**config.mk**
```make
export PLATFORM = sky130hd
export DESIGN_NAME = clock_display_scan
export DESIGN_NICKNAME = d
export VERILOG_FILES = /design/src/rtl/clock_pkg.sv /design/src/rtl/clock_display_scan_seg7_decode.sv /design/src/rtl/clock_display_scan.sv
export SDC_FILE = /design/constraint.sdc
export NUM_CORES = 1
export LEC_CHECK = 0
export BUFFER_PORTS_ARGS = -buffer_cell sky130_fd_sc_hd__buf_2
export CAP_MARGIN = 20
export CORE_MARGIN = 2
export CORE_UTILIZATION = 52
export DETAILED_ROUTE_END_ITERATION = 6
export PLACE_DENSITY = 0.81
export SLEW_MARGIN = 20
export SYNTH_ARGS = -nofsm -noshare
export SYNTH_HDL_FRONTEND = slang
export SYNTH_HIERARCHICAL = 1
export SYNTH_SLANG_ARGS = --single-unit
```
**constraint.sdc**
```tcl
create_clock -name clk -period 2.02 [get_ports clk]
set_input_delay 0.606 -clock clk [delete_from_list [all_inputs] [get_ports clk]]
set_output_delay 0.606 -clock clk [all_outputs]
set_load 0.02 [all_outputs]
```
**src/rtl/clock_pkg.sv**
```systemverilog
// rtl/clock_pkg.sv - shared clock display constants, segment codes and digit-index encoding
package clock_pkg;

  localparam int MAX_HRS_DEF = 12;
  localparam int MAX_SEC_DEF = 6;

  // Active-low segment codes, bit order gfedcba
  localparam logic [6:0] SEG_0     = 7'h40;
  localparam logic [6:0] SEG_1     = 7'h79;
  localparam logic [6:0] SEG_2     = 7'h24;
  localparam logic [6:0] SEG_3     = 7'h30;
  localparam logic [6:0] SEG_4     = 7'h19;
  localparam logic [6:0] SEG_5     = 7'h12;
  localparam logic [6:0] SEG_6     = 7'h02;
  localparam logic [6:0] SEG_7     = 7'h78;
  localparam logic [6:0] SEG_8     = 7'h00;
  localparam logic [6:0] SEG_9     = 7'h10;
  localparam logic [6:0] SEG_BLANK = 7'h7F;
  localparam logic [6:0] SEG_DASH  = 7'h3F;

  localparam logic [3:0] DIGIT_BLANK = 4'hF;

  typedef enum logic [1:0] {
    DIG_HR_TENS = 2'd0,
    DIG_HR_ONES = 2'd1,
    DIG_MIN     = 2'd2,
    DIG_SEC     = 2'd3
  } digit_idx_e;

endpackage

```
**src/rtl/clock_display_scan_seg7_decode.sv**
```systemverilog
// rtl/clock_display_scan_seg7_decode.sv - BCD digit to active-low 7-segment code, >9 blanks
module seg7_decode
  import clock_pkg::*;
(
  input  logic [3:0] digit_i,
  output logic [6:0] seg_o
);

  always_comb begin
    case (digit_i)
      4'd0:    seg_o = SEG_0;
      4'd1:    seg_o = SEG_1;
      4'd2:    seg_o = SEG_2;
      4'd3:    seg_o = SEG_3;
      4'd4:    seg_o = SEG_4;
      4'd5:    seg_o = SEG_5;
      4'd6:    seg_o = SEG_6;
      4'd7:    seg_o = SEG_7;
      4'd8:    seg_o = SEG_8;
      4'd9:    seg_o = SEG_9;
      default: seg_o = SEG_BLANK;
    endcase
  end

endmodule

```
**src/rtl/clock_display_scan.sv**
```systemverilog
// rtl/clock_display_scan.sv - 4-digit multiplexed hh:m:s display scanner with per-frame snapshot
module clock_display_scan
  import clock_pkg::*;
#(
  parameter int SCAN_DIV = 4,
  parameter int MAX_HRS  = MAX_HRS_DEF,
  parameter int MAX_SEC  = MAX_SEC_DEF
) (
  input  logic       clk,
  input  logic       rstn,
  input  logic [3:0] hrs,
  input  logic [2:0] min,
  input  logic [2:0] sec,
  output logic [3:0] an,
  output logic [6:0] seg,
  output logic       dp,
  output logic       frame_done,
  output logic       invalid
);

  localparam logic [15:0] DIV_LAST  = 16'(SCAN_DIV - 1);
  localparam logic [4:0]  MAX_HRS_W = 5'(MAX_HRS);
  localparam logic [3:0]  MAX_SEC_W = 4'(MAX_SEC);

  logic [15:0] div_q, div_d;
  digit_idx_e  idx_q, idx_d;
  logic [3:0]  snap_hrs_q;
  logic [2:0]  snap_min_q, snap_sec_q;
  logic [3:0]  an_q, an_d;
  logic [6:0]  seg_q, seg_d;
  logic        dp_q, dp_d;
  logic        frame_done_q;
  logic        invalid_q;

  logic        div_wrap, capture, inv, hour_tens;
  logic [3:0]  hour_disp, hour_ones, digit;
  logic [6:0]  seg_dec;

  assign div_wrap = (div_q == DIV_LAST);
  assign capture  = div_wrap && (idx_q == DIG_SEC);
  assign div_d    = div_wrap ? 16'd0 : div_q + 16'd1;
  assign idx_d    = div_wrap ? digit_idx_e'(idx_q + 2'd1) : idx_q;

  // Hour 0 is shown as 12 on a 12-hour face
  assign hour_disp = (snap_hrs_q == 4'd0) ? 4'd12 : snap_hrs_q;
  assign hour_tens = (hour_disp >= 4'd10);
  assign hour_ones = hour_tens ? hour_disp - 4'd10 : hour_disp;

  assign inv = ({1'b0, snap_hrs_q} >= MAX_HRS_W) ||
               ({1'b0, snap_min_q} >= MAX_SEC_W) ||
               ({1'b0, snap_sec_q} >= MAX_SEC_W);

  always_comb begin
    digit = DIGIT_BLANK;
    an_d  = ~(4'b1000 >> idx_q);
    case (idx_q)
      DIG_HR_TENS: digit = hour_tens ? 4'd1 : DIGIT_BLANK;
      DIG_HR_ONES: digit = hour_ones;
      DIG_MIN:     digit = {1'b0, snap_min_q};
      DIG_SEC:     digit = {1'b0, snap_sec_q};
      default:     digit = DIGIT_BLANK;
    endcase
    // A bad snapshot shows dashes on every digit, so tens is never blanked then
    if (!inv && idx_q == DIG_HR_TENS && !hour_tens) an_d = 4'hF;
    seg_d = inv ? SEG_DASH : seg_dec;
    dp_d  = !(idx_q == DIG_HR_ONES && !snap_sec_q[0] && !inv);
  end

  seg7_decode u_seg7_decode (
    .digit_i (digit),
    .seg_o   (seg_dec)
  );

  always_ff @(posedge clk or negedge rstn) begin
    if (!rstn) begin
      div_q        <= 16'd0;
      idx_q        <= DIG_HR_TENS;
      snap_hrs_q   <= 4'd0;
      snap_min_q   <= 3'd0;
      snap_sec_q   <= 3'd0;
      an_q         <= 4'hF;
      seg_q        <= SEG_BLANK;
      dp_q         <= 1'b1;
      frame_done_q <= 1'b0;
      invalid_q    <= 1'b0;
    end else begin
      div_q        <= div_d;
      idx_q        <= idx_d;
      an_q         <= an_d;
      seg_q        <= seg_d;
      dp_q         <= dp_d;
      invalid_q    <= inv;
      frame_done_q <= capture;
      if (capture) begin
        snap_hrs_q <= hrs;
        snap_min_q <= min;
        snap_sec_q <= sec;
      end
    end
  end

  assign an         = an_q;
  assign seg        = seg_q;
  assign dp         = dp_q;
  assign frame_done = frame_done_q;
  assign invalid    = invalid_q;

endmodule

```
Word-level counts from Yosys, hierarchy flattened. Memories as Yosys holds them, arrays and structs flattened. Index checks and enable logic that the tools add are counted.

Output and inout port bits: 14. Register bits: 42. Logic and storage cells: 44. Bits in latches: 0. Memories: 1. Memory bits (read-only): 112. Memory bits (writable): 0.

Add/subtract/negate cells: 3. Muxes and demuxes: 7. Reduce and logical (&&, ||, !) cells: 13. Bitwise gates (word level): 1. Div/mod/pow operators: 0. Magnitude comparators: 4. $mul: 0. Shift-type cells: 1. Eq/ne operators: 4.

Memories: (name not given) (words 16, bits a word 7, read ports 1, clocked after Yosys merged registers in 0, wr ports 0, RTL line clock_display_scan_seg7_decode.sv:10) `case (digit_i)`.

Operator list (count): $add A16 B1 Y16 const B (1); $eq A16 B2 Y1 const B (1); $mux W16 (1); $mux W4 (4); $pmux W4 S4 (1); $ge A4 B4 Y1 const B (2); $mux W7 (1); $ge A3 B3 Y1 const B (2); $logic_and A1 B1 Y1 (5); $eq A2 B2 Y1 const B (2); $logic_not A1 Y1 (4); $logic_not A4 Y1 (1); $not A4 Y4 (1); $shr A4 B2 Y4 const A (1); $sub A4 B4 Y4 const B (1); $add A2 B1 Y2 const B (1); $eq A2 B1 Y1 const B (1); $logic_not A2 Y1 (1); $logic_or A1 B1 Y1 (2).

Longest topological paths before layout.
Depth in word-level cells: 7. Mapped depth: 13. Depth with buffers taken out: 11.

Hierarchy. Netlist, hierarchy kept.

By module, submodules not included: clock_display_scan (area each 1939.4 µm², sequential area each 1066.0 µm², cells an instance 164, instances 1); seg7_decode (area each 210.2 µm², sequential area each 0.0 µm², cells an instance 33, instances 1).

Worst setup path before layout. Ideal clock, no wire load.

Path kind: reg-to-reg. Start point: reg idx_q[0]. End point: reg seg_q[3] (netlist: seg[3]). Clock period less this slack: 2210 ps. Slack: -190 ps. Data arrival time: 2129 ps. Cell stages (with the launch flop): 12. Cells stage by stage: dfrtp_1 > inv_1 > ha_1 > a221o_1 > a21oi_1 > a21oi_1 > inv_1 > ha_1 > or2_1 > a21oi_2 > a31oi_1 > or2b_1.

Longest elaborated chain between the ends: 4. Elaborated cells on any way between the ends: 7. Those cells by class: eq/ne (3); mux (2); reduce/logical (1); memory (1).

RTL lines: start, declared (RTL line clock_display_scan.sv:26) `digit_idx_e idx_q, idx_d;`; start signal, assigned (RTL line clock_display_scan.sv:88) `idx_q <= idx_d;`; $eq A2 B2 Y1 (tied with other cells) (RTL line clock_display_scan.sv:56) `case (idx_q)`; $pmux W4 S4 * (RTL line clock_display_scan.sv:56); via digit[1] (RTL line clock_display_scan.sv:36) `logic [3:0] hour_disp, hour_ones, digit;`; $mem_v2 Z16 W7 *; via seg_dec[3] (RTL line clock_display_scan.sv:37) `logic [6:0] seg_dec;`; $mux W7 * (RTL line clock_display_scan.sv:65) `seg_d = inv ? SEG_DASH : seg_dec;`; via seg_d[3] (RTL line clock_display_scan.sv:30) `logic [6:0] seg_q, seg_d;`; end signal, assigned (RTL line clock_display_scan.sv:90) `seg_q <= seg_d;`; end, declared (RTL line clock_display_scan.sv:30).

The timed path passes the listed nets; every way through them passes the cells marked *. A chain may end at the register's enable or synchronous reset.

Final worst setup path.
Start point: reg snap_hrs_q[0]. End point: reg seg_q[5] (netlist: seg[5]).

Longest elaborated chain between the ends: 7. Elaborated cells on any way between the ends: 12. Those cells by class: add/sub (1); order compare (2); mux (5); reduce/logical (3); memory (1).

RTL lines: start, declared (RTL line clock_display_scan.sv:27) `logic [3:0] snap_hrs_q;`; start signal, assigned (RTL line clock_display_scan.sv:95) `snap_hrs_q <= hrs;`; $logic_not A4 Y1 (RTL line clock_display_scan.sv:45) `assign hour_disp = (snap_hrs_q == 4'd0) ? 4'd12 : snap_hrs_q;`; $mux W4 * (RTL line clock_display_scan.sv:45); $sub A4 B4 Y4 / $ge A4 B4 Y1 (equally long branches) (RTL line clock_display_scan.sv:47, clock_display_scan.sv:46); $mux W4 (on tied branches) (RTL line clock_display_scan.sv:47, clock_display_scan.sv:57); $pmux W4 S4 * (RTL line clock_display_scan.sv:56); via digit[2] (RTL line clock_display_scan.sv:36); $mem_v2 Z16 W7 *; via seg_dec[5] (RTL line clock_display_scan.sv:37); $mux W7 * (RTL line clock_display_scan.sv:65); via seg_d[5] (RTL line clock_display_scan.sv:30).

Marks and branches as above.

==> reports/qor.yml <==
core_area_mm2: 0.00400
drv_slew: 0
dieHeight_um: 68.3
syn2layout_area_growth_pct: 25.5
setup.worst_path.start_class: "flip-flop"
io_pins: 26
syn_inst: 197
wl_met2_um: 2240
relSlewSlack: 0.663
post-dp-hpwl_um: 3110
synth_fp_nets: 221
peakVddDrop_mv: 0.419
synth_top_area_share: 0.349
die_w_um: 68.3
synthesis.area_mm2: 0.00215
antenna_cells: 0
synthArstFlopShare: 1.00
fmax_ghz: 0.463
rsz0062_at_grt: "yes"
drt_first_pass_iters: 4
cts_tree: "done"
ys_top_cells_by_area: "dfrtp_1 (35%), dfstp_2 (15%), ha_1 (7.0%), mux2_2 (5.8%), xnor2_1 (4.1%)"
violations: "negative setup slack"
fin_crit_sh: 1.07
num_vias: 1661
ctsHoldBuffers: 0
drive_gt1_frac: 0.413
io_buffers: 25
synth-edff-count: 0
period_needed_ns: 2.16
wl_met1_um: 1990
place.gp.congestion: 0.899
cap_violations: 0
clk_pin_slew_ns: 0.08
clk_latency_ns: 0.30
cts_root_buffer: "clkbuf_8"
hold_class: "primary input to asynchronous set/reset pin"
hold_violations: 0
wl_per_cell_um: 15.2
fp.dieArea_mm2: 0.00466
h-tree-depth: 2
wirelength_um: 4590
ys_types: 46
grtUsageTotal: 0.213
status: "complete, but fails checks"
power_density_mw_per_mm2: 614
drtAntennaViolNets: 0
highest_layer: "met4"
rows: 23
utilization: 0.674
fin_skew_ns: 0.00436
cts.sinks: 42
critical_path_required_ns: 2.25
grt_max_degree: 23
grt_pass1_vias: 1585
synth_flop_cell: "dfrtp_1"
antenna_found_initial: 0
worst_pin_slew_ns: 0.505
wl_met3_um: 200
synth_seq_area_share: 0.496
syn-mean-instance-area_um2: 10.9
synth.ff_latch_count: 42
clk_path_buf_depth: 2
synth_area_leader_cell: "dfrtp_1"
drt_iter0_drc: 168
via_per_inst: 5.50
start_util: 0.537
cp.arrival_ns: 2.39
synth.most_common_cell: "dfrtp_1"
fin_area_mm2: 0.00270
p_leak_nw: 1.21
cts_buffers: 5
synth_common_cells: "dfrtp_1 (30), nor2_1 (13), dfstp_2 (12), ha_1 (12)"
setup_ws_ns: -0.141
grt_pass1_wl_um: 7180
place_area_mm2: 0.00252
grt_remaining_overflow: 0
route.detailed.drc: 0
yosysWarnings: 6
hold_slack_ns: 0.270
path_class: "flip-flop to flip-flop"
crit_fanout: 4
nets: 275
crit_path_end_kind: "flip-flop"
setup_viol: 7
layout by cell type (no fill, tap or decap), drive strengths merged, types with 3 or more instances in the layout:
cell type,n
buf,54
dfrtp,30
nor2,13
dfstp,12
ha,12
nand2,11
mux2,11
xnor2,10
o21ai,10
nand3,9
inv,9
or2b,7
clkbuf,7
a21oi,7
nand2b,5
xor2,5
nor4,5
nor3,5
and3,3
nand4,3
what timing repair did:
item / in CTS / in global routing
pin swaps: 3 / 5
setup buffers: 1 / 2
resized for setup: 9 / 10
endpoints found under the hold margin: 0 / 0
endpoints found under the setup margin: 7 / 7
metal layers:
| metal | vias up | global-route usage |
|---|---|---|
| li1 | 795 | - |
| met1 | 803 | 0.261 |
| met2 | 46 | 0.346 |
| met3 | 17 | 0.0592 |
| met4 | 0 | 0.105 |
| met5 | - | 0 |
layout make-up:
class | count | area (um^2)
sequential | 42 | 1070
clock buffer | 7 | 86.3
inverter | 9 | 33.8
tap | 50 | 62.6
fill | 305 | 1300
clock inverter | 1 | 5.00
multi-input combinational | 139 | 1080
timing repair buffer | 54 | 359
worst max-delay path: stages, from the launching register on:
cell	delay [ns]
dfrtp_1	0.41
nor3_2	0.19
nor2_1	0.06
ha_1	0.34
a21oi_2	0.22
o311ai_2	0.14
a22oi_2	0.23
nand2b_1	0.12
nor2_2	0.12
nor2_1	0.05
or2b_1	0.22
power breakdown:
| part | total [mW] | internal [mW] | switching [mW] |
|---|---|---|---|
| combinational | 0.211 | 0.0975 | 0.114 |
| clock | 0.559 | 0.276 | 0.283 |
| sequential | 0.887 | 0.874 | 0.0132 |
| total | 1.66 | 1.25 | 0.410 |
through the flow:
step                      power, mW  worst slack (ns)  setup TNS (ns)  instances
after floorplan                1.01           -0.0520          -0.121        197
after global routing           1.73            -0.280           -1.63        302
after global placement         1.08            -0.120          -0.502        291
after CTS                      1.65            -0.108          -0.561        300
after detailed placement       1.09            -0.158          -0.818        291
final                          1.66            -0.141          -0.772        302
flip-flops by register name, summed over array words and instances, names as in the netlist:
register	count
idx_q	2
seg	7
snap_min_q	3
snap_hrs_q	4
frame_done	1
an	4
div_q	16
snap_sec_q	3
dp	1
invalid	1
final timing paths:
path | from | to | slack, ns | cells past startpoint
min in group clk | div_q[15] | div_q[15] | 0.51 | 1
max reg2reg | snap_hrs_q[0] | seg[5] | -0.14 | 10
max | snap_hrs_q[0] | seg[5] | -0.14 | 10
max in group asynchronous | rstn | an[3] | 1.19 | 2
min | rstn | div_q[11] | 0.27 | 1
min reg2reg | div_q[15] | div_q[15] | 0.51 | 1
kinds of logic (layout without fill, tap and decap cells):
group	count (synthesis)	in the layout	synth area share
adders and majority gates	12	12	0.0698
AOI/OAI and AO/OA	29	29	0.0879
DFF	42	42	0.496
buffers and inverters	16	71	0.0326
muxes	11	11	0.0576
and+or+nand+nor	72	72	0.195
xor gates and xnor gates	15	15	0.0611
Power figures use the tool's default switching activity.
